### config.mk
export PLATFORM = sky130hd
export DESIGN_NAME = wdog_seq_timer
export DESIGN_NICKNAME = d
export VERILOG_FILES = /design/src/rtl/wdog_pkg.sv /design/src/rtl/wdog_key_fsm.sv /design/src/rtl/wdog_seq_timer.sv
export SDC_FILE = /design/constraint.sdc
export NUM_CORES = 1
export LEC_CHECK = 0
export CAP_MARGIN = 40
export CORE_UTILIZATION = 61
export DETAILED_ROUTE_END_ITERATION = 10
export PLACE_DENSITY = 0.95
export SLEW_MARGIN = 0
export SYNTH_ARGS = -nofsm -noshare
export SYNTH_HDL_FRONTEND = slang
export SYNTH_SLANG_ARGS = --single-unit
### constraint.sdc
create_clock -name clk -period 5.7 [get_ports clk]
set_clock_uncertainty 0.15 [all_clocks]
set_input_delay 0.57 -clock clk [delete_from_list [all_inputs] [get_ports clk]]
set_output_delay 0.57 -clock clk [all_outputs]
set_load 0.1 [all_outputs]
### src/rtl/wdog_pkg.sv
// Shared constants for the watchdog: register map, key values, unlock ports
// and the key-sequence FSM state/mode encodings.
package wdog_pkg;

    localparam logic [3:0] ADDR_STATUS   = 4'h0;
    localparam logic [3:0] ADDR_LOAD     = 4'h1;
    localparam logic [3:0] ADDR_WARN     = 4'h2;
    localparam logic [3:0] ADDR_PRESC    = 4'h3;
    localparam logic [3:0] ADDR_WINDOW   = 4'h4;
    localparam logic [3:0] ADDR_COUNT    = 4'h5;
    localparam logic [3:0] ADDR_KEY      = 4'h8;
    localparam logic [3:0] ADDR_UNLOCK_A = 4'hA;
    localparam logic [3:0] ADDR_UNLOCK_K = 4'hE;

    localparam logic [7:0] KEY_01 = 8'h01;
    localparam logic [7:0] KEY_0F = 8'h0F;
    localparam logic [7:0] KEY_AA = 8'hAA;
    localparam logic [7:0] KEY_55 = 8'h55;

    typedef enum logic [1:0] {
        SEQ_IDLE  = 2'd0,
        SEQ_STEP1 = 2'd1,
        SEQ_STEP2 = 2'd2
    } seq_state_e;

    typedef enum logic [1:0] {
        MODE_ENA  = 2'd0,
        MODE_DIS  = 2'd1,
        MODE_KICK = 2'd2
    } seq_mode_e;

endpackage

### src/rtl/wdog_key_fsm.sv
// Three-step key/unlock/key sequence checker. Emits one-cycle ena/dis/kick
// pulses in the cycle the final key write is presented.
module wdog_key_fsm
    import wdog_pkg::*;
(
    input  logic       clk,
    input  logic       rst_n,
    input  logic       write,
    input  logic       read,
    input  logic [3:0] addr,
    input  logic [7:0] key_data,
    input  logic       wdog_en,
    input  logic       timeout,
    output logic       ena_pulse,
    output logic       dis_pulse,
    output logic       kick_pulse,
    output logic [1:0] state_dbg
);

    seq_state_e state_q, state_d;
    seq_mode_e  mode_q, mode_d;
    logic       key_wr;

    assign key_wr    = write && (addr == ADDR_KEY);
    assign state_dbg = state_q;

    always_ff @(posedge clk or negedge rst_n) begin
        if (!rst_n) begin
            state_q <= SEQ_IDLE;
            mode_q  <= MODE_ENA;
        end else begin
            state_q <= state_d;
            mode_q  <= mode_d;
        end
    end

    always_comb begin
        state_d    = state_q;
        mode_d     = mode_q;
        ena_pulse  = 1'b0;
        dis_pulse  = 1'b0;
        kick_pulse = 1'b0;
        // After expiry the watchdog can only be recovered by reset.
        if (timeout) begin
            state_d = SEQ_IDLE;
        end else begin
            case (state_q)
                SEQ_IDLE: begin
                    if (key_wr) begin
                        if (key_data == KEY_01 && !wdog_en) begin
                            state_d = SEQ_STEP1;
                            mode_d  = MODE_ENA;
                        end else if (key_data == KEY_0F && wdog_en) begin
                            state_d = SEQ_STEP1;
                            mode_d  = MODE_DIS;
                        end else if (key_data == KEY_AA && wdog_en) begin
                            state_d = SEQ_STEP1;
                            mode_d  = MODE_KICK;
                        end
                    end
                end
                SEQ_STEP1: begin
                    // A simultaneous read and write counts as a write.
                    if (write) begin
                        state_d = SEQ_IDLE;
                    end else if (read) begin
                        if ((mode_q == MODE_KICK) ? (addr == ADDR_UNLOCK_K)
                                                  : (addr == ADDR_UNLOCK_A)) begin
                            state_d = SEQ_STEP2;
                        end else begin
                            state_d = SEQ_IDLE;
                        end
                    end
                end
                SEQ_STEP2: begin
                    if (write || read) begin
                        state_d = SEQ_IDLE;
                        if (key_wr) begin
                            case (mode_q)
                                MODE_ENA:  ena_pulse  = (key_data == KEY_0F);
                                MODE_DIS:  dis_pulse  = (key_data == KEY_01);
                                MODE_KICK: kick_pulse = (key_data == KEY_55);
                                default:   ;
                            endcase
                        end
                    end
                end
                default: state_d = SEQ_IDLE;
            endcase
        end
    end

endmodule

### src/rtl/wdog_seq_timer.sv
// Windowed watchdog timer with prescaler, early-warning pulse and a
// key-sequence protected enable/disable/kick interface.
module wdog_seq_timer
    import wdog_pkg::*;
#(
    parameter int CNT_W  = 16,
    parameter int PRE_W  = 8,
    parameter int DATA_W = 32
) (
    input  logic              clk,
    input  logic              rst_n,
    input  logic              write,
    input  logic              read,
    input  logic [3:0]        addr,
    input  logic [DATA_W-1:0] wdata,
    output logic [DATA_W-1:0] rdata,
    output logic              wdog_en,
    output logic              warn,
    output logic              timeout
);

    localparam logic [CNT_W-1:0] CNT_ONE = CNT_W'(1);
    localparam logic [PRE_W-1:0] PRE_ONE = PRE_W'(1);

    logic [CNT_W-1:0]  load_q, load_d, warn_val_q, warn_val_d;
    logic [CNT_W-1:0]  window_q, window_d, count_q, count_d, count_dec;
    logic [PRE_W-1:0]  presc_q, presc_d, pre_q, pre_d;
    logic              wdog_en_q, wdog_en_d, timeout_q, timeout_d;
    logic              wfault_q, wfault_d, warn_q, warn_d;
    logic [DATA_W-1:0] rdata_q, rdata_d;
    logic              ena_pulse, dis_pulse, kick_pulse, tick, cfg_wr;
    logic [1:0]        fsm_state;
    logic              wdata_unused;

    wdog_key_fsm u_key_fsm (
        .clk        (clk),
        .rst_n      (rst_n),
        .write      (write),
        .read       (read),
        .addr       (addr),
        .key_data   (wdata[7:0]),
        .wdog_en    (wdog_en_q),
        .timeout    (timeout_q),
        .ena_pulse  (ena_pulse),
        .dis_pulse  (dis_pulse),
        .kick_pulse (kick_pulse),
        .state_dbg  (fsm_state)
    );

    assign tick         = (pre_q == presc_q);
    assign count_dec    = count_q - CNT_ONE;
    assign cfg_wr       = write && !wdog_en_q;
    assign wdata_unused = ^wdata;

    always_ff @(posedge clk or negedge rst_n) begin
        if (!rst_n) begin
            load_q     <= '1;
            warn_val_q <= '0;
            presc_q    <= '0;
            window_q   <= '0;
            count_q    <= '0;
            pre_q      <= '0;
            wdog_en_q  <= 1'b0;
            timeout_q  <= 1'b0;
            wfault_q   <= 1'b0;
            warn_q     <= 1'b0;
            rdata_q    <= '0;
        end else begin
            load_q     <= load_d;
            warn_val_q <= warn_val_d;
            presc_q    <= presc_d;
            window_q   <= window_d;
            count_q    <= count_d;
            pre_q      <= pre_d;
            wdog_en_q  <= wdog_en_d;
            timeout_q  <= timeout_d;
            wfault_q   <= wfault_d;
            warn_q     <= warn_d;
            rdata_q    <= rdata_d;
        end
    end

    always_comb begin
        load_d     = load_q;
        warn_val_d = warn_val_q;
        presc_d    = presc_q;
        window_d   = window_q;
        count_d    = count_q;
        pre_d      = pre_q;
        wdog_en_d  = wdog_en_q;
        timeout_d  = timeout_q;
        wfault_d   = wfault_q;
        warn_d     = 1'b0;
        rdata_d    = '0;

        if (cfg_wr) begin
            case (addr)
                ADDR_LOAD:   load_d     = wdata[CNT_W-1:0];
                ADDR_WARN:   warn_val_d = wdata[CNT_W-1:0];
                ADDR_PRESC:  presc_d    = wdata[PRE_W-1:0];
                ADDR_WINDOW: window_d   = wdata[CNT_W-1:0];
                default:     ;
            endcase
        end

        // Counter freezes once expired; kick has priority over a same-cycle expiry.
        if (ena_pulse) begin
            wdog_en_d = 1'b1;
            count_d   = load_q;
            pre_d     = '0;
        end else if (dis_pulse) begin
            wdog_en_d = 1'b0;
        end else if (wdog_en_q && !timeout_q) begin
            if (kick_pulse) begin
                if (window_q != '0 && count_q > window_q) begin
                    wfault_d  = 1'b1;
                    timeout_d = 1'b1;
                end else begin
                    count_d = load_q;
                    pre_d   = '0;
                end
            end else begin
                pre_d = tick ? '0 : pre_q + PRE_ONE;
                if (tick) begin
                    if (count_q <= CNT_ONE) timeout_d = 1'b1;
                    if (count_q != '0) begin
                        count_d = count_dec;
                        warn_d  = (count_dec == warn_val_q);
                    end
                end
            end
        end

        if (read && !write) begin
            case (addr)
                ADDR_STATUS: rdata_d = DATA_W'({fsm_state, wfault_q, timeout_q, wdog_en_q});
                ADDR_LOAD:   rdata_d = DATA_W'(load_q);
                ADDR_WARN:   rdata_d = DATA_W'(warn_val_q);
                ADDR_PRESC:  rdata_d = DATA_W'(presc_q);
                ADDR_WINDOW: rdata_d = DATA_W'(window_q);
                ADDR_COUNT:  rdata_d = DATA_W'(count_q);
                default:     rdata_d = '0;
            endcase
        end
    end

    assign rdata   = rdata_q;
    assign wdog_en = wdog_en_q;
    assign warn    = warn_q;
    assign timeout = timeout_q;

endmodule

==> flow_metrics.tcl, run 1 <==
set metrics [dict create \
    cts_tree "yes" \
    avgSynthCellArea_um2 10.2 \
    fin_crit_sh_pct 61.8 \
    dpl_worst_slack_ps 1910 \
    place_congestion 0.924 \
    layout_commonest_cell "dfrtp_1" \
    num_vias 5294 \
    worst_slack_ps 2180 \
    clock_latency_ps 390 \
    fill_cells 633 \
    wirelength_um 16700 \
    drive_gt1_share_pct 20.2 \
    setup_violations 0 \
    tightest_slew_ps 910 \
    post-cts-setup-buffers 0 \
    wire_per_inst_um 21.3 \
    final.min_clock_period_ps 3520 \
    fin_tns_setup_ps 0 \
    grt.overflow.total 0 \
    timing.fmax_ghz 0.284 \
    cts_buffer_depth 2 \
    placed_area_um2 6830 \
    path_cells "clkdlybuf4s50_1 > or4bb_1 > or3_1 > nor3_4 > a31o_4 > mux2_2" \
    crit_family "simple AND/OR/NAND/NOR gates" \
    worstRegToRegCells 8 \
    cp.buffers_inverters 1 \
    drc 0 \
    synth.distinct_cells 68 \
    drv_cap 0 \
    rows 36 \
    fin_util_pct 72.6 \
    slew_violations 0 \
    grt_max_degree 57 \
    postSynth.asyncResetShare_pct 100 \
    path_depth 6 \
    drt-initial-drc-count 753 \
    viasPerCell 6.76 \
    finalPower_mw 1.91 \
    cts_inserted_buffers 9 \
    clkTransAtPathRegs_ps 100 \
    die_h_um 102 \
    synth_area_um2 6110 \
    crit_path_end_kind "flip-flop" \
    coreArea_um2 9730 \
    initial_core_util_pct 62.8 \
    rsz0062_at_grt "false" \
    seq_area_frac_synth_pct 42.9 \
    grt_antenna_before_repair 0 \
    synth_edf_count 0 \
    clock-sinks 104 \
    grt_pass1_wl_um 26900 \
    synth_seq_cells 104 \
    nets 705 \
    slowest_delay_ps 740 \
    leakagePower_nw 3.04 \
    synth_warnings 0 \
    dieArea_um2 10400 \
    io_pins 75 \
    synthFlopType "dfrtp_1" \
    drtAntennaViolNets 0 \
    timing.rr.start "count_q[13]$_DFFE_PN0P_" \
    final_hold_viol_count 0 \
    worstSetupStartpointType "input port" \
    peakVddDrop_uv 200 \
    status "finished clean" \
    diodes 0 \
    post-dp-hpwl_um 11400 \
    htree_num_levels 3 \
    powerDensity_nw_per_um2 271 \
    die_w_um 102 \
    rrSetupSlack_ps 2410 \
    slew_headroom_pct 39.2 \
    cp_slowest_cell "clkdlybuf4s50_1" \
    final_cell_mix "88 x dfrtp_1, 57 x mux2_2, 41 x a21oi_1, 41 x clkdlybuf4s50_1, 40 x nand2_1" \
    dr.pass1.iters 6 \
    synthToLayoutAreaGrowth_pct 15.6 \
    gr-usage-all-layers_pct 34.2 \
    cp_max_fo 31 \
    cts_hold_buf 0 \
    grt_pass1_vias 5293 \
    portBuffers 42 \
    clock-root-buffer "clkbuf_8" \
    cp_data_arrival_time_ps 3650 \
    crit_type "input port to flip-flop" \
    fin_area_um2 7060 \
    regToRegEndpoint "pre_q[4]$_DFFE_PN0P_" \
    ctsResizeCount 0 \
    required_ps 5820 \
    synth_cells 597 \
    hp-class "input port to async pin" \
]
## synthesized netlist by cell type, types with 3 or more instances
| cell type | number | area, um^2 |
|---|---|---|
| nor3_1 | 23 | 115 |
| a21o_1 | 4 | 30.0 |
| o21bai_1 | 3 | 22.5 |
| buf_2 | 5 | 25.0 |
| clkbuf_1 | 19 | 71.3 |
| or2_2 | 3 | 18.8 |
| dfstp_2 | 16 | 420 |
| ha_1 | 20 | 250 |
| inv_1 | 23 | 86.3 |
| dfrtp_1 | 88 | 2200 |
| o211ai_1 | 3 | 22.5 |
| buf_4 | 18 | 135 |
| nand4_1 | 9 | 56.3 |
| and2_1 | 6 | 37.5 |
| xor2_1 | 15 | 131 |
| or3_1 | 13 | 81.3 |
| a31oi_1 | 10 | 62.6 |
| a21oi_1 | 41 | 205 |
| nor3b_1 | 5 | 37.5 |
| mux2_2 | 57 | 642 |
| nor4_1 | 10 | 62.6 |
| a22oi_1 | 34 | 255 |
| nor2_1 | 15 | 56.3 |
| o21ai_0 | 20 | 100 |
| nand2_1 | 40 | 150 |
| a22o_1 | 3 | 26.3 |
| nand2b_1 | 5 | 31.3 |
| xnor2_1 | 23 | 201 |
| nand3_1 | 17 | 85.1 |
## kinds of logic (layout without fill, tap and decap cells)
kind of cell | after synthesis | count (layout) | synth area share [%]
xor gates and xnor gates | 38 | 38 | 5.45
other | 1 | 16 | 0.0614
buffers and inverters | 68 | 106 | 5.63
muxes | 60 | 60 | 11.0
adders and majority gates | 20 | 20 | 4.10
AOI/OAI and AO/OA | 138 | 138 | 14.9
and+or+nand+nor | 168 | 168 | 15.9
DFF | 104 | 104 | 42.9
## worst max path at each step
stage,startpoint,endpoint,slack (ps)
final,addr[3],count_q[12]$_DFFE_PN0P_,2180
after global routing,addr[3],count_q[12]$_DFFE_PN0P_,2150
after detailed placement,addr[3],count_q[12]$_DFFE_PN0P_,1910
after CTS,addr[3],count_q[12]$_DFFE_PN0P_,2260
after global placement,addr[3],count_q[12]$_DFFE_PN0P_,1970
after floorplan,timeout$_DFFE_PN0P_,timeout$_DFFE_PN0P_,2800
## power by group
group	switching (mW)	internal (mW)
clock network	0.254	0.292
logic	0.309	0.181
registers	0.0973	0.780
## sequential cells by signal (all words and copies together), names as in the netlist
register and cells:
count_q 16, load_q 16, rdata 16, warn_val_q 16, window_q 16, pre_q 8
presc_q 8, u_key_fsm.mode_q 2, u_key_fsm.state_dbg 2, timeout 1, warn 1, wdog_en 1
wfault_q 1
## layer usage
layer,GRT usage (%),routed length [um],vias to the layer above
li1,-,-,2251
met1,42.8,6250,2547
met2,54.1,7920,397
met3,8.41,1690,99
met4,19.8,826,0
met5,0,0,-
## cell type report
class | instances | area, um^2 | area share, %
multi-input cells | 440 | 3210 | 45.4
flip-flops and latches | 104 | 2620 | 37.1
repair buffers | 67 | 746 | 10.6
well taps | 133 | 166 | 2.36
clock buffers | 11 | 131 | 1.86
clock inverters | 5 | 105 | 1.49
inverters | 23 | 86.3 | 1.22
## stage by stage
step                instances  hold slack, ps
global placement          747             340
detailed placement        767             352
floorplan                 612             124
finish                    783            30.9
CTS                       783            64.4
global route              783            84.0
(Power assumes the default switching activity.)
==> inputs of run 2 (changes only) <==
CORE_UTILIZATION = 56   (was 61)
PLACE_DENSITY = 0.92   (was 0.95)
clock period = 3.55 ns   (was 5.7 ns; I/O delays follow)
==> run 2 against run 1 <==
  * Final area grew 1.1%
  * Global-route usage shrank 4.2 points
  * Routed wire length shrank 4.3%
  * Combinational power grew 66%
  * Power grew 54%
  * Cell count grew 2.0%
  * Worst hold slack gained 350 ps
==> flow_metrics.tcl, run 2 (synthesis results as in run 1) <==
set metrics [dict create \
    clock-root-buffer "clkbuf_8" \
    crit_path_end_kind "flip-flop" \
    cts_inserted_buffers 9 \
    powerDensity_nw_per_um2 412 \
    crit_path_start "window_q[13]$_DFFE_PN0P_" \
    worst_slack_ps 218 \
    worstSetupStartpointType "flip-flop" \
    clock-sinks 104 \
    grt_pass1_vias 5126 \
    final_hold_viol_count 0 \
    leakagePower_nw 3.10 \
    clkTransAtPathRegs_ps 90 \
    nets 718 \
    path_cells "inv_1 > ha_1 > a21o_1 > a21o_1 > a2111o_1 > o31ai_2 > a31o_4 > mux2_2" \
    rrSetupSlack_ps 220 \
    fin_util_pct 68.3 \
    dr.pass1.iters 6 \
    fin_tns_setup_ps 0 \
    peakVddDrop_uv 247 \
    cp_max_fo 31 \
    drtAntennaViolNets 0 \
    wirelength_um 16000 \
    drive_gt1_share_pct 21.6 \
    cts_tree "yes" \
    hold_slack_ps 381 \
    tightest_slew_ps 862 \
    slew_violations 0 \
    final.min_clock_period_ps 3330 \
    grt_antenna_before_repair 0 \
    slowest_delay_ps 580 \
    io_pins 75 \
    slew_headroom_pct 42.4 \
    crit_family "compound AO/OA/AOI/OAI gates" \
    timing.rr.start "window_q[13]$_DFFE_PN0P_" \
    rsz0062_at_grt "false" \
    drv_cap 0 \
    drc 0 \
    crit_type "flip-flop to flip-flop" \
    drt-initial-drc-count 617 \
    clock_latency_ps 370 \
    required_ps 3660 \
    dpl_worst_slack_ps 250 \
    viasPerCell 6.41 \
    dieArea_um2 11300 \
    portBuffers 42 \
    setup_violations 0 \
    endpoint "count_q[12]$_DFFE_PN0P_" \
    place_congestion 0.964 \
    grt.overflow.total 0 \
    synthToLayoutAreaGrowth_pct 16.9 \
    path_depth 8 \
    hp-class "input port to async pin" \
    ctsResizeCount 0 \
    diodes 0 \
    num_vias 5124 \
    initial_core_util_pct 58.4 \
    regToRegEndpoint "count_q[12]$_DFFE_PN0P_" \
    cp_data_arrival_time_ps 3440 \
    htree_num_levels 3 \
    rows 37 \
    worstRegToRegCells 8 \
    crit_top_cell "a21o_1" \
    wire_per_inst_um 20.0 \
    die_h_um 106 \
    cp.buffers_inverters 1 \
    grt_max_degree 50 \
    post-dp-hpwl_um 11300 \
    die_w_um 106 \
    grt_pass1_wl_um 26200 \
    status "finished clean" \
    layout_commonest_cell "dfrtp_1" \
    timing.fmax_ghz 0.300 \
    fin_crit_sh_pct 93.9 \
    gr-usage-all-layers_pct 30.0 \
    cp_slowest_cell "o31ai_2" \
    cts_buffer_depth 2 \
    final_cell_mix "88 x dfrtp_1, 57 x mux2_2, 41 x a21oi_1, 41 x clkdlybuf4s50_1, 40 x nand2_1" \
    coreArea_um2 10500 \
]
-- run 2: cell count changes in the layout (fill, tap and decap cells not counted), sizes merged --
cell	delta
clkinv	+4
buf	+12
bufinv	-2
dlygate4sd3	+1
clkinvlp	-2
-- run 2: metrics by stage --
| step | power [mW] | cell area [um^2] | instances |
|---|---|---|---|
| after CTS | 2.93 | 7140 | 799 |
| after floorplan | 2.01 | 6170 | 612 |
| after global placement | 2.15 | 6630 | 762 |
| after detailed placement | 2.20 | 6940 | 782 |
| final | 2.94 | 7140 | 799 |
| after global routing | 3.08 | 7140 | 799 |
-- run 2: area by class of cell --
type | instances | area, um^2
clock buffers | 11 | 131
clock inverters | 5 | 57.6
fillers | 760 | 3320
inverters | 23 | 86.3
multi-input cells | 440 | 3210
flip-flops and latches | 104 | 2620
well taps | 136 | 170
repair buffers | 80 | 868
-- run 2: timing repair --
action / 4_1_cts / 5_1_grt
setup buffers: 0 / 0
endpoints found under the hold margin: 39 / 0
hold buffers: 1 / 0
-- run 2: worst register-to-register path, delay by kind of cell, from the launching register on --
| family | cells | cell delay (ps) |
|---|---|---|
| muxes | 1 | 410 |
| AOI/OAI and AO/OA | 5 | 1850 |
| buffers and inverters | 1 | 70 |
| adders and majority gates | 1 | 320 |
| DFF | 1 | 420 |
-- run 2: how the worst min path moves through the flow --
stage / from / to / slack (ps)
5_1_grt: wfault_q$_DFFE_PN0P_ / wfault_q$_DFFE_PN0P_ / 420
2_1_floorplan: rst_n / count_q[0]$_DFFE_PN0P_ / -90
6_report: rst_n / warn_val_q[6]$_DFFE_PN0P_ / 380
3_5_place_dp: rst_n / warn_val_q[6]$_DFFE_PN0P_ / 270
3_3_place_gp: wfault_q$_DFFE_PN0P_ / wfault_q$_DFFE_PN0P_ / 340
4_1_cts: load_q[0]$_DFFE_PN1P_ / count_q[0]$_DFFE_PN0P_ / 390
-- run 2: power breakdown --
part	switching [mW]	internal, mW
Combinational	0.511	0.304
Clock	0.405	0.327
Sequential	0.138	1.25
-- run 2: per-layer routing --
metal	vias to the layer above	share of wire, %	wire, um	GRT usage, %
li1	2270	-	-	-
met4	0	2.6	408	11.5
met5	-	0	0	0
met2	311	48	7740	49.2
met3	48	9.1	1450	4.66
met1	2495	40	6360	40.1
==> inputs of run 3 (changes only) <==
PLACE_DENSITY = 0.8   (was 0.92)
==> run 3 against run 2 <==
  * Power up 7.0%
  * Clock power up 26%
  * Non-clock buffer count up 7
  * Register-to-register slack better by 30 ps
  * Largest power group unchanged
==> flow_metrics.tcl, run 3 (synthesis results as in run 1) <==
set metrics [dict create \
    status "finished clean" \
    crit_type "flip-flop to flip-flop" \
    required_ps 3690 \
    cts_tree "yes" \
    drive_gt1_share_pct 22.7 \
    slew_violations 0 \
    wire_per_inst_um 20.3 \
    hold_slack_ps 319 \
    peakVddDrop_uv 278 \
    grt_antenna_before_repair 0 \
    grt_max_degree 52 \
    htree_num_levels 3 \
    crit_top_cell "a21o_1" \
    dieArea_um2 11300 \
    setup_violations 0 \
    rsz0062_at_grt "false" \
    clock-sinks 104 \
    worstRegToRegCells 7 \
    worstSetupStartpointType "flip-flop" \
    diodes 0 \
    slowest_delay_ps 580 \
    crit_path_end_kind "flip-flop" \
    grt.overflow.total 0 \
    grt_pass1_wl_um 26300 \
    clock_latency_ps 390 \
    num_vias 5138 \
    crit_path_start "count_q[13]$_DFFE_PN0P_" \
    cts_inserted_buffers 9 \
    final_hold_viol_count 0 \
    portBuffers 42 \
    hp-class "input port to async pin" \
    timing.rr.start "count_q[13]$_DFFE_PN0P_" \
    ctsResizeCount 0 \
    tightest_slew_ps 764 \
    final.min_clock_period_ps 3300 \
    gr-usage-all-layers_pct 30.7 \
    place_congestion 0.974 \
    drtAntennaViolNets 0 \
    cts_buffer_depth 2 \
    drc 0 \
    fin_crit_sh_pct 92.9 \
    fill_cells 800 \
    timing.fmax_ghz 0.303 \
    path_cells "ha_1 > a21o_1 > a21o_1 > a2111o_1 > o31ai_2 > a31o_4 > mux2_2" \
    io_pins 75 \
    coreArea_um2 10500 \
    fin_tns_setup_ps 0 \
    rrSetupSlack_ps 250 \
    powerDensity_nw_per_um2 432 \
    initial_core_util_pct 58.4 \
    cp_data_arrival_time_ps 3430 \
    synthToLayoutAreaGrowth_pct 19.0 \
    seq_area_um2 2620 \
    slew_headroom_pct 48.9 \
    dr.pass1.iters 5 \
    viasPerCell 6.37 \
    regToRegEndpoint "count_q[12]$_DFFE_PN0P_" \
    nets 725 \
    layout_commonest_cell "dfrtp_1" \
    drv_cap 0 \
    die_w_um 106 \
    cp_slowest_cell "o31ai_2" \
    final_cell_mix "88 x dfrtp_1, 57 x mux2_2, 41 x a21oi_1, 41 x clkdlybuf4s50_1, 40 x nand2_1" \
    rows 37 \
    post-dp-hpwl_um 11700 \
    clkTransAtPathRegs_ps 100 \
    drt-initial-drc-count 415 \
    wirelength_um 16300 \
    grt_pass1_vias 4932 \
    cp_max_fo 31 \
    finalPower_mw 3.14 \
    multiInputGateArea_um2 3210 \
    leakagePower_nw 3.17 \
    die_h_um 106 \
    clock-root-buffer "clkbuf_8" \
]
run 3: cell count changes in the layout (fill, tap and decap cells not counted):
| cell | delta |
|---|---|
| clkinvlp_4 | +1 |
| clkbuf_1 | -2 |
| bufinv_16 | +2 |
| buf_4 | +5 |
| clkinv_2 | -1 |
| buf_8 | +2 |
| clkbuf_8 | +2 |
| clkinv_4 | -2 |
run 3: final cells by class:
class / count / area share, %
Clock buffer: 11 / 2.08
Multi-Input combinational cell: 440 / 44.1
Timing Repair Buffer: 87 / 12.9
Tap cell: 136 / 2.34
Inverter: 23 / 1.19
Sequential cell: 104 / 36.1
Clock inverter: 5 / 1.41
run 3: worst max path at each step:
stage	to	slack, ps	depth (start not counted)
after floorplan	timeout$_DFFE_PN0P_	650	6
after global placement	pre_q[4]$_DFFE_PN0P_	270	8
after detailed placement	pre_q[5]$_DFFE_PN0P_	250	8
after CTS	count_q[12]$_DFFE_PN0P_	320	7
after global routing	pre_q[5]$_DFFE_PN0P_	80	8
final	count_q[12]$_DFFE_PN0P_	250	7
run 3: critical path, delay by kind of cell, from the launching register on:
family          cells  cell delay (ps)
flops               1              470
fa+ha+maj           1              320
mux                 1              380
compound gates      5             1860
run 3: per-layer routing:
layer  track usage (%)  vias to the layer above  share of wire, %
met3              6.13                       36               9.2
met5                 0                        -                 0
met2              47.0                      283                46
met4              12.6                        0               2.7
met1              42.6                     2537                42
li1                  -                     2282                 -
run 3: power breakdown:
group | switching [mW] | internal (mW) | total, mW
combinational | 0.527 | 0.317 | 0.845
clock | 0.419 | 0.505 | 0.924
sequential | 0.122 | 1.25 | 1.38
run 3: what timing repair did:
action / CTS / global route
hold buffers: 1 / 0
buffers inserted: 0 / 0
hold endpoints to repair: 31 / 0
run 3: per-stage QoR:
| step | std cells | cell area (um^2) | setup WS [ps] | util (%) |
|---|---|---|---|---|
| 2_1_floorplan | 612 | 6170 | 650 | - |
| 3_3_place_gp | 767 | 6670 | 274 | 63.7 |
| 3_5_place_dp | 789 | 7010 | 248 | 67.0 |
| 4_1_cts | 806 | 7270 | 315 | 69.5 |
| 5_1_grt | 806 | 7270 | 78.8 | 69.5 |
| 6_report | 806 | 7270 | 251 | 69.5 |
